### src/rtl/game_pkg.sv
// rtl/game_pkg.sv - shared constants, FSM state type and width helper for button conditioning
package game_pkg;

  localparam int N_BTN_DEF = 4;

  typedef enum logic [1:0] {
    RELEASED    = 2'd0,
    PRESS_CHK   = 2'd1,
    PRESSED     = 2'd2,
    RELEASE_CHK = 2'd3
  } btn_state_t;

  function automatic int max3(input int a, input int b, input int c);
    int m;
    m = (a > b) ? a : b;
    return (m > c) ? m : c;
  endfunction

endpackage

### src/rtl/btn_debounce_ch.sv
// rtl/btn_debounce_ch.sv - one button channel: synchronizer, debounce FSM, press/release pulses
// Auto-repeat on held buttons is built only when BTN_AUTOREPEAT_EN is defined.
module btn_debounce_ch
  import game_pkg::*;
#(
  parameter int DEBOUNCE_CYC  = 250000,
  parameter int REPEAT_DELAY  = 25000000,
  parameter int REPEAT_PERIOD = 5000000
) (
  input  logic clk,
  input  logic rst,
  input  logic raw,
  output logic level,
  output logic press,
  output logic rel
);

  localparam int CW = $clog2(max3(DEBOUNCE_CYC, REPEAT_DELAY, REPEAT_PERIOD) + 1);
  localparam logic [CW-1:0] DB_LAST = CW'(DEBOUNCE_CYC - 1);

  logic       sync1, sync2;
  btn_state_t state_q, state_d;
  logic [CW-1:0] cnt_q, cnt_d;
  logic       level_q, level_d;
  logic       press_q, press_d;
  logic       rel_q, rel_d;

`ifdef BTN_AUTOREPEAT_EN
  localparam logic [CW-1:0] RD_LAST = CW'(REPEAT_DELAY - 1);
  localparam logic [CW-1:0] RP_LAST = CW'(REPEAT_PERIOD - 1);
  // first_q: still waiting out the initial repeat delay rather than a repeat period
  logic first_q, first_d;
`endif

  always_ff @(posedge clk or posedge rst) begin
    if (rst) begin
      sync1   <= 1'b0;
      sync2   <= 1'b0;
      state_q <= RELEASED;
      cnt_q   <= '0;
      level_q <= 1'b0;
      press_q <= 1'b0;
      rel_q   <= 1'b0;
`ifdef BTN_AUTOREPEAT_EN
      first_q <= 1'b0;
`endif
    end else begin
      sync1   <= raw;
      sync2   <= sync1;
      state_q <= state_d;
      cnt_q   <= cnt_d;
      level_q <= level_d;
      press_q <= press_d;
      rel_q   <= rel_d;
`ifdef BTN_AUTOREPEAT_EN
      first_q <= first_d;
`endif
    end
  end

  always_comb begin
    state_d = state_q;
    cnt_d   = cnt_q;
    level_d = level_q;
    press_d = 1'b0;
    rel_d   = 1'b0;
`ifdef BTN_AUTOREPEAT_EN
    first_d = first_q;
`endif
    case (state_q)
      RELEASED: begin
        if (sync2) begin
          state_d = PRESS_CHK;
          cnt_d   = '0;
        end
      end
      PRESS_CHK: begin
        if (!sync2) begin
          state_d = RELEASED;
          cnt_d   = '0;
        end else if (cnt_q == DB_LAST) begin
          state_d = PRESSED;
          cnt_d   = '0;
          level_d = 1'b1;
          press_d = 1'b1;
`ifdef BTN_AUTOREPEAT_EN
          first_d = 1'b1;
`endif
        end else begin
          cnt_d = cnt_q + 1'b1;
        end
      end
      PRESSED: begin
        if (!sync2) begin
          state_d = RELEASE_CHK;
          cnt_d   = '0;
        end
`ifdef BTN_AUTOREPEAT_EN
        else if ((first_q && cnt_q == RD_LAST) || (!first_q && cnt_q == RP_LAST)) begin
          press_d = 1'b1;
          cnt_d   = '0;
          first_d = 1'b0;
        end else begin
          cnt_d = cnt_q + 1'b1;
        end
`endif
      end
      RELEASE_CHK: begin
        if (sync2) begin
          // bounce back to held: repeat timing starts over from the initial delay
          state_d = PRESSED;
          cnt_d   = '0;
`ifdef BTN_AUTOREPEAT_EN
          first_d = 1'b1;
`endif
        end else if (cnt_q == DB_LAST) begin
          state_d = RELEASED;
          cnt_d   = '0;
          level_d = 1'b0;
          rel_d   = 1'b1;
        end else begin
          cnt_d = cnt_q + 1'b1;
        end
      end
      default: begin
        state_d = RELEASED;
        cnt_d   = '0;
      end
    endcase
  end

  assign level = level_q;
  assign press = press_q;
  assign rel   = rel_q;

endmodule

### src/rtl/btn_cond.sv
// rtl/btn_cond.sv - N_BTN independent debounced button channels with press/release pulses
// Define BTN_AUTOREPEAT_EN to add auto-repeat press pulses while a button is held.
module btn_cond
  import game_pkg::*;
#(
  parameter int N_BTN         = N_BTN_DEF,
  parameter int DEBOUNCE_CYC  = 250000,
  parameter int REPEAT_DELAY  = 25000000,
  parameter int REPEAT_PERIOD = 5000000
) (
  input  logic             game_clk_i,
  input  logic             game_rst_i,
  input  logic [N_BTN-1:0] btn_raw_i,
  output logic [N_BTN-1:0] btn_level_o,
  output logic [N_BTN-1:0] btn_press_o,
  output logic [N_BTN-1:0] btn_release_o
);

  for (genvar i = 0; i < N_BTN; i++) begin : g_ch
    btn_debounce_ch #(
      .DEBOUNCE_CYC (DEBOUNCE_CYC),
      .REPEAT_DELAY (REPEAT_DELAY),
      .REPEAT_PERIOD(REPEAT_PERIOD)
    ) u_ch (
      .clk  (game_clk_i),
      .rst  (game_rst_i),
      .raw  (btn_raw_i[i]),
      .level(btn_level_o[i]),
      .press(btn_press_o[i]),
      .rel  (btn_release_o[i])
    );
  end

endmodule
### config.mk
export PLATFORM = sky130hd
export DESIGN_NAME = btn_cond
export DESIGN_NICKNAME = d
export VERILOG_FILES = /design/src/rtl/game_pkg.sv /design/src/rtl/btn_debounce_ch.sv /design/src/rtl/btn_cond.sv
export SDC_FILE = /design/constraint.sdc
export NUM_CORES = 1
export LEC_CHECK = 0
export ABC_AREA = 0
export BUFFER_PORTS_ARGS = -buffer_cell sky130_fd_sc_hd__buf_2
export CORE_MARGIN = 2
export CORE_UTILIZATION = 32
export DETAILED_ROUTE_END_ITERATION = 10
export SLEW_MARGIN = 20
export SYNTH_ARGS = -nofsm -noshare
export SYNTH_HDL_FRONTEND = slang
export SYNTH_SLANG_ARGS = --single-unit
### constraint.sdc
create_clock -name game_clk_i -period 3.7 [get_ports game_clk_i]
set_clock_uncertainty 0.05 [all_clocks]
set_input_delay 0 -clock game_clk_i [delete_from_list [all_inputs] [get_ports game_clk_i]]
set_output_delay 0 -clock game_clk_i [all_outputs]
set_load 0.02 [all_outputs]
==> results.txt <==
* Run status: finished clean
* Number of flip-flops and latches in the synthesized netlist: about 130
- Summed over all layers, the global routing overflow is 0.
- Summed over all instances, the cell type with the most area after synthesis is sky130_fd_sc_hd__dfrtp_1.
- Die Y: around 150 um
* Crit path capture type: flip-flop
- Largest net degree at the start of global routing: 110
- Synthesis produced a netlist with a net count of slightly below 800.
* Worst-path fanout max: 24
- 18 I/O pins were placed.
- The worst pin sits at a relative slew slack of 32.42%.
- Setup repair after global routing missed its margin: no
- Met1 capacity usage during global routing: between 20% and 30%
* Most used flip-flop cell after synthesis: sky130_fd_sc_hd__dfrtp_1
* Post-CTS setup buffer count: 0
- After synthesis, the largest family of logic cells by area is simple AND/OR/NAND/NOR gates.
- Walking the worst path, the cells encountered are ha_1 > nand3_1 > nor4_4 > a21oi_2 > buf_4 > o21ai_0 > a31oi_1.
- Counting every sink on the clock net gives between 100 and 150.
- At the end of routability-driven placement, the weighted congestion stood at around 0.78.
- The floorplan step set the die width to between 150 and 200 um.
* Sequential cell area fraction in the yosys report: a little under half
- Worst R2R Start: g_ch[1].u_ch.cnt_q[0]
* Power share of the combinational group: between 10 and 15%
* Power after layout: between 3 and 4 mW
- The share of total power dissipated in sequential elements is 42.6%.
- Simple logic cell fraction of the synthesized area: a little over a quarter
- Largest delay share family, worst path: compound AO/OA/AOI/OAI gates
* Crit path time final: around 2.6 ns
- The final layout contains 769 nets.
- Count leader, synth: sky130_fd_sc_hd__dfrtp_1
- Wire length reported by the detailed router: approximately 15 mm
* Largest cells by area after synthesis: sky130_fd_sc_hd__dfrtp_1, sky130_fd_sc_hd__a31oi_1, sky130_fd_sc_hd__nand2_1
- The Yosys step of the flow raised 0 warnings.
- The endpoint identified for the worst register-to-register timing path is g_ch[1].u_ch.cnt_q[10].
- Summing all multi-input logic gate instances after layout gives 0.003343 mm^2.
* Iteration-0 DRC count of the detailed router: 435
- 0 antenna diodes ended up in the layout.
- Final cycle utilization of the critical path: ~71%
* CTS buffer count: 17
- Switching Share: between 20% and 30%
* Global-route track usage on met2: between 20 and 25%
* DP HPWL: between 9 and 10 mm
* Fill cells: 2096
- Post-synth top area share: 46.29%
- Across all register-to-register paths, the minimum setup slack is 1.06 ns.
- In this run, distinct cell masters in the synthesized netlist total between 60 and 70.
* EDFF count, synth: 0
* Number of antenna violations at the first check in global routing: 0
- The synthesized netlist occupies a cell area of roughly 0.0069 mm^2.
- Total via count in the routed design: about 5800
* H-tree lvl count: 4
* CTS Root Cell: sky130_fd_sc_hd__clkbuf_16
- Routed wire per std cell: around 15 um
- In this run the most used layer during global routing was met2.
- The synthesized netlist devotes between 10% and 20% of its cell area to compound gates.
- Cell types with the highest counts after synthesis: sky130_fd_sc_hd__dfrtp_1, sky130_fd_sc_hd__nand2_1, sky130_fd_sc_hd__a31oi_1
- Worst Path Arrival: between 2 and 3 ns
* Number of nets with antenna violations after routing: 0
- Registers take 0.003203 mm^2.
- In this run the power density over the cells is around 470 mW/mm^2.
- Highest-delay cell along the critical path: sky130_fd_sc_hd__a21oi_2
* Clock power frac: ~45%
* Max Cap Violations: 0
- After Yosys synthesis, full adders, half adders and majority gates account for less than 1% of the synthesized area.
- Actual transition at the worst max-transition pin: just over 1 ns
* Area enclosed by the die boundary: 0.02281 mm^2
- Number of standard-cell rows in the floorplan: 53
- Type of the worst setup path: reg2reg
* Count of port buffers added during placement: 17
- The number of global-route vias before repair is roughly 5400.
- In the routed layout, each cell is associated on average with a via count of roughly 5.5.
* Area growth syn-to-layout: 11.93%
- Fraction of final layout cells with drive strength greater than 1: 10.62%
- Setup crit start: g_ch[1].u_ch.cnt_q[0]
* Internal power contribution: 2.605 mW
- Setup total negative slack: 0 ns
- Max Freq: ~0.38 GHz
- The most critical setup path has its endpoint at g_ch[1].u_ch.cnt_q[10].
- Met3 track utilization from global routing: under 10%
- The worst register-to-register path has a depth of 7.
* Kind of path behind the tightest hold check: in2reg
- Number of gates on the worst path with buffers counted: 7
- For this design the total switching power over the nets is about 1.1 mW.
- TritonCTS built the clock tree.
* Final cell utilization of the core: between 30 and 40%
- Core region area: 0.02115 mm^2
* Xor/xnor cell area share of the yosys netlist: less than 1%
* Drt pass-1 iters: 6
- First-pass GRT wire length: 26.92 mm
* Fraction of synthesized area in multiplexers: 0.9042%
* Clock transition at the registers of the reported paths: ~0.060 ns
- Initial Util: 32.71%
- Source-to-sink clock delay at the later pin of the worst-skew pair: between 0.4 and 0.5 ns
- Global routing used about 15% of the available tracks across all layers.
- The final number of hold-violating endpoints was 0.
* Async set-reset flop share out of synthesis: 100.0%
- The longest clock path from root to sink contains 2 buffers.
- Number of max-slew violations in the final report: 0
- Stage delay of the slowest cell on the critical path: approximately 0.76 ns
- Synthesis produced roughly 760 cells.
* Number of remaining DRC errors: 0
- The number of buffers and inverters on the critical path is 1.
- Summed over all cells, the static leakage comes to roughly 3.1 nW.
* Final Setup Violations: 0
* Avg Synthesized Cell Area: around 9.1 um^2
* Max rail drop VDD: approximately 0.27 mV
- Type of element launching the critical path: flip-flop
- At the worst endpoint, the required time is ~4.0 ns.
==> registers in the layout, summed over array words and instances, names as in the netlist, named ones only <==
name,count
g_ch.u_ch.sync2,4
g_ch.u_ch.press,4
g_ch.u_ch.rel,4
g_ch.u_ch.state_q,4
g_ch.u_ch.cnt_q,100
g_ch.u_ch.sync1,4
g_ch.u_ch.level,4
==> per-stage QoR <==
stage	hold WS, ns	cells	cell area, um^2	setup slack [ns]
2_1_floorplan	-0.01857	761	6919	0.2374
3_3_place_gp	0.06002	1010	7112	1.181
3_5_place_dp	0.06038	1010	7112	1.092
4_1_cts	0.1487	1047	7742	1.079
5_1_grt	0.1632	1047	7745	0.8334
6_report	0.1673	1047	7745	1.062
==> timing repair <==
action / in CTS / in global routing
hold buffers: 5 / 0
resized for setup: 0 / 0
hold endpoints to repair: 112 / 0
==> worst min path at each step <==
stage | endpoint | cells past startpoint | startpoint
2_1_floorplan | g_ch[0].u_ch.sync1 | 0 | btn_raw_i[0]
3_5_place_dp | g_ch[0].u_ch.sync1 | 1 | btn_raw_i[0]
4_1_cts | g_ch[2].u_ch.sync1 | 2 | btn_raw_i[2]
3_3_place_gp | g_ch[2].u_ch.sync1 | 1 | btn_raw_i[2]
5_1_grt | g_ch[0].u_ch.sync1 | 2 | btn_raw_i[0]
6_report | g_ch[2].u_ch.sync1 | 2 | btn_raw_i[2]
==> cell usage in the layout (no fill, tap or decap), types with 6 or more instances in the layout <==
| cell type | count |
|---|---|
| sky130_fd_sc_hd__a21o_1 | 7 |
| sky130_fd_sc_hd__and3_1 | 8 |
| sky130_fd_sc_hd__or4b_1 | 6 |
| sky130_fd_sc_hd__nor3_1 | 16 |
| sky130_fd_sc_hd__a21oi_1 | 50 |
| sky130_fd_sc_hd__or3_1 | 9 |
| sky130_fd_sc_hd__or4_1 | 11 |
| sky130_fd_sc_hd__nand3_1 | 63 |
| sky130_fd_sc_hd__nor2_1 | 44 |
| sky130_fd_sc_hd__clkinvlp_4 | 6 |
| sky130_fd_sc_hd__and4_1 | 7 |
| sky130_fd_sc_hd__o21ai_0 | 34 |
| sky130_fd_sc_hd__clkbuf_16 | 17 |
| sky130_fd_sc_hd__a41oi_1 | 14 |
| sky130_fd_sc_hd__nand4_1 | 26 |
| sky130_fd_sc_hd__a31oi_1 | 64 |
| sky130_fd_sc_hd__nor4_1 | 11 |
| sky130_fd_sc_hd__a22o_1 | 8 |
| sky130_fd_sc_hd__dfrtp_1 | 128 |
| sky130_fd_sc_hd__inv_1 | 24 |
| sky130_fd_sc_hd__nand2_1 | 87 |
| sky130_fd_sc_hd__buf_2 | 17 |
| sky130_fd_sc_hd__nand2b_1 | 15 |
| sky130_fd_sc_hd__nor4_2 | 6 |
==> cell type report <==
| cell class | count | area share (%) |
|---|---|---|
| repair buffers | 27 | 2.229 |
| clock buffers | 19 | 5.719 |
| multi-input cells | 560 | 43.17 |
| flip-flops and latches | 128 | 41.36 |
| clock inverters | 13 | 1.777 |
| inverters | 25 | 1.309 |
| well taps | 275 | 4.443 |
==> cell families after synthesis <==
kind of cell | Yosys count
compound gates | 210
xor+xnor | 7
fa+ha+maj | 4
buf+inv | 73
flops | 128
mux | 6
simple gates | 333
==> metal layers <==
layer	part of all wire, %	wire, um	up-vias
met5	0	0	-
met4	1.1	162	0
met3	3.5	544	14
li1	-	-	2858
met2	45	6913	99
met1	50	7755	2817
==> power by group through the flow <==
stage | registers, mW | clock network [mW] | logic [mW]
6_report | 1.56 | 1.64 | 0.472
5_1_grt | 1.58 | 1.74 | 0.539
4_1_cts | 1.56 | 1.68 | 0.475
3_5_place_dp | 1.58 | 0 | 0.470
3_3_place_gp | 1.58 | 0 | 0.462
2_1_floorplan | 1.56 | 0 | 0.403
==> worst reg2reg max path, cell delays in order, from the launching register on <==
cell and delay (ns):
sky130_fd_sc_hd__dfrtp_1 0.43, sky130_fd_sc_hd__ha_1 0.26, sky130_fd_sc_hd__nand3_1 0.26, sky130_fd_sc_hd__nor4_4 0.10
sky130_fd_sc_hd__a21oi_2 0.76, sky130_fd_sc_hd__buf_4 0.39, sky130_fd_sc_hd__o21ai_0 0.14, sky130_fd_sc_hd__a31oi_1 0.18
No activity file was read; power rests on OpenSTA's default activity.
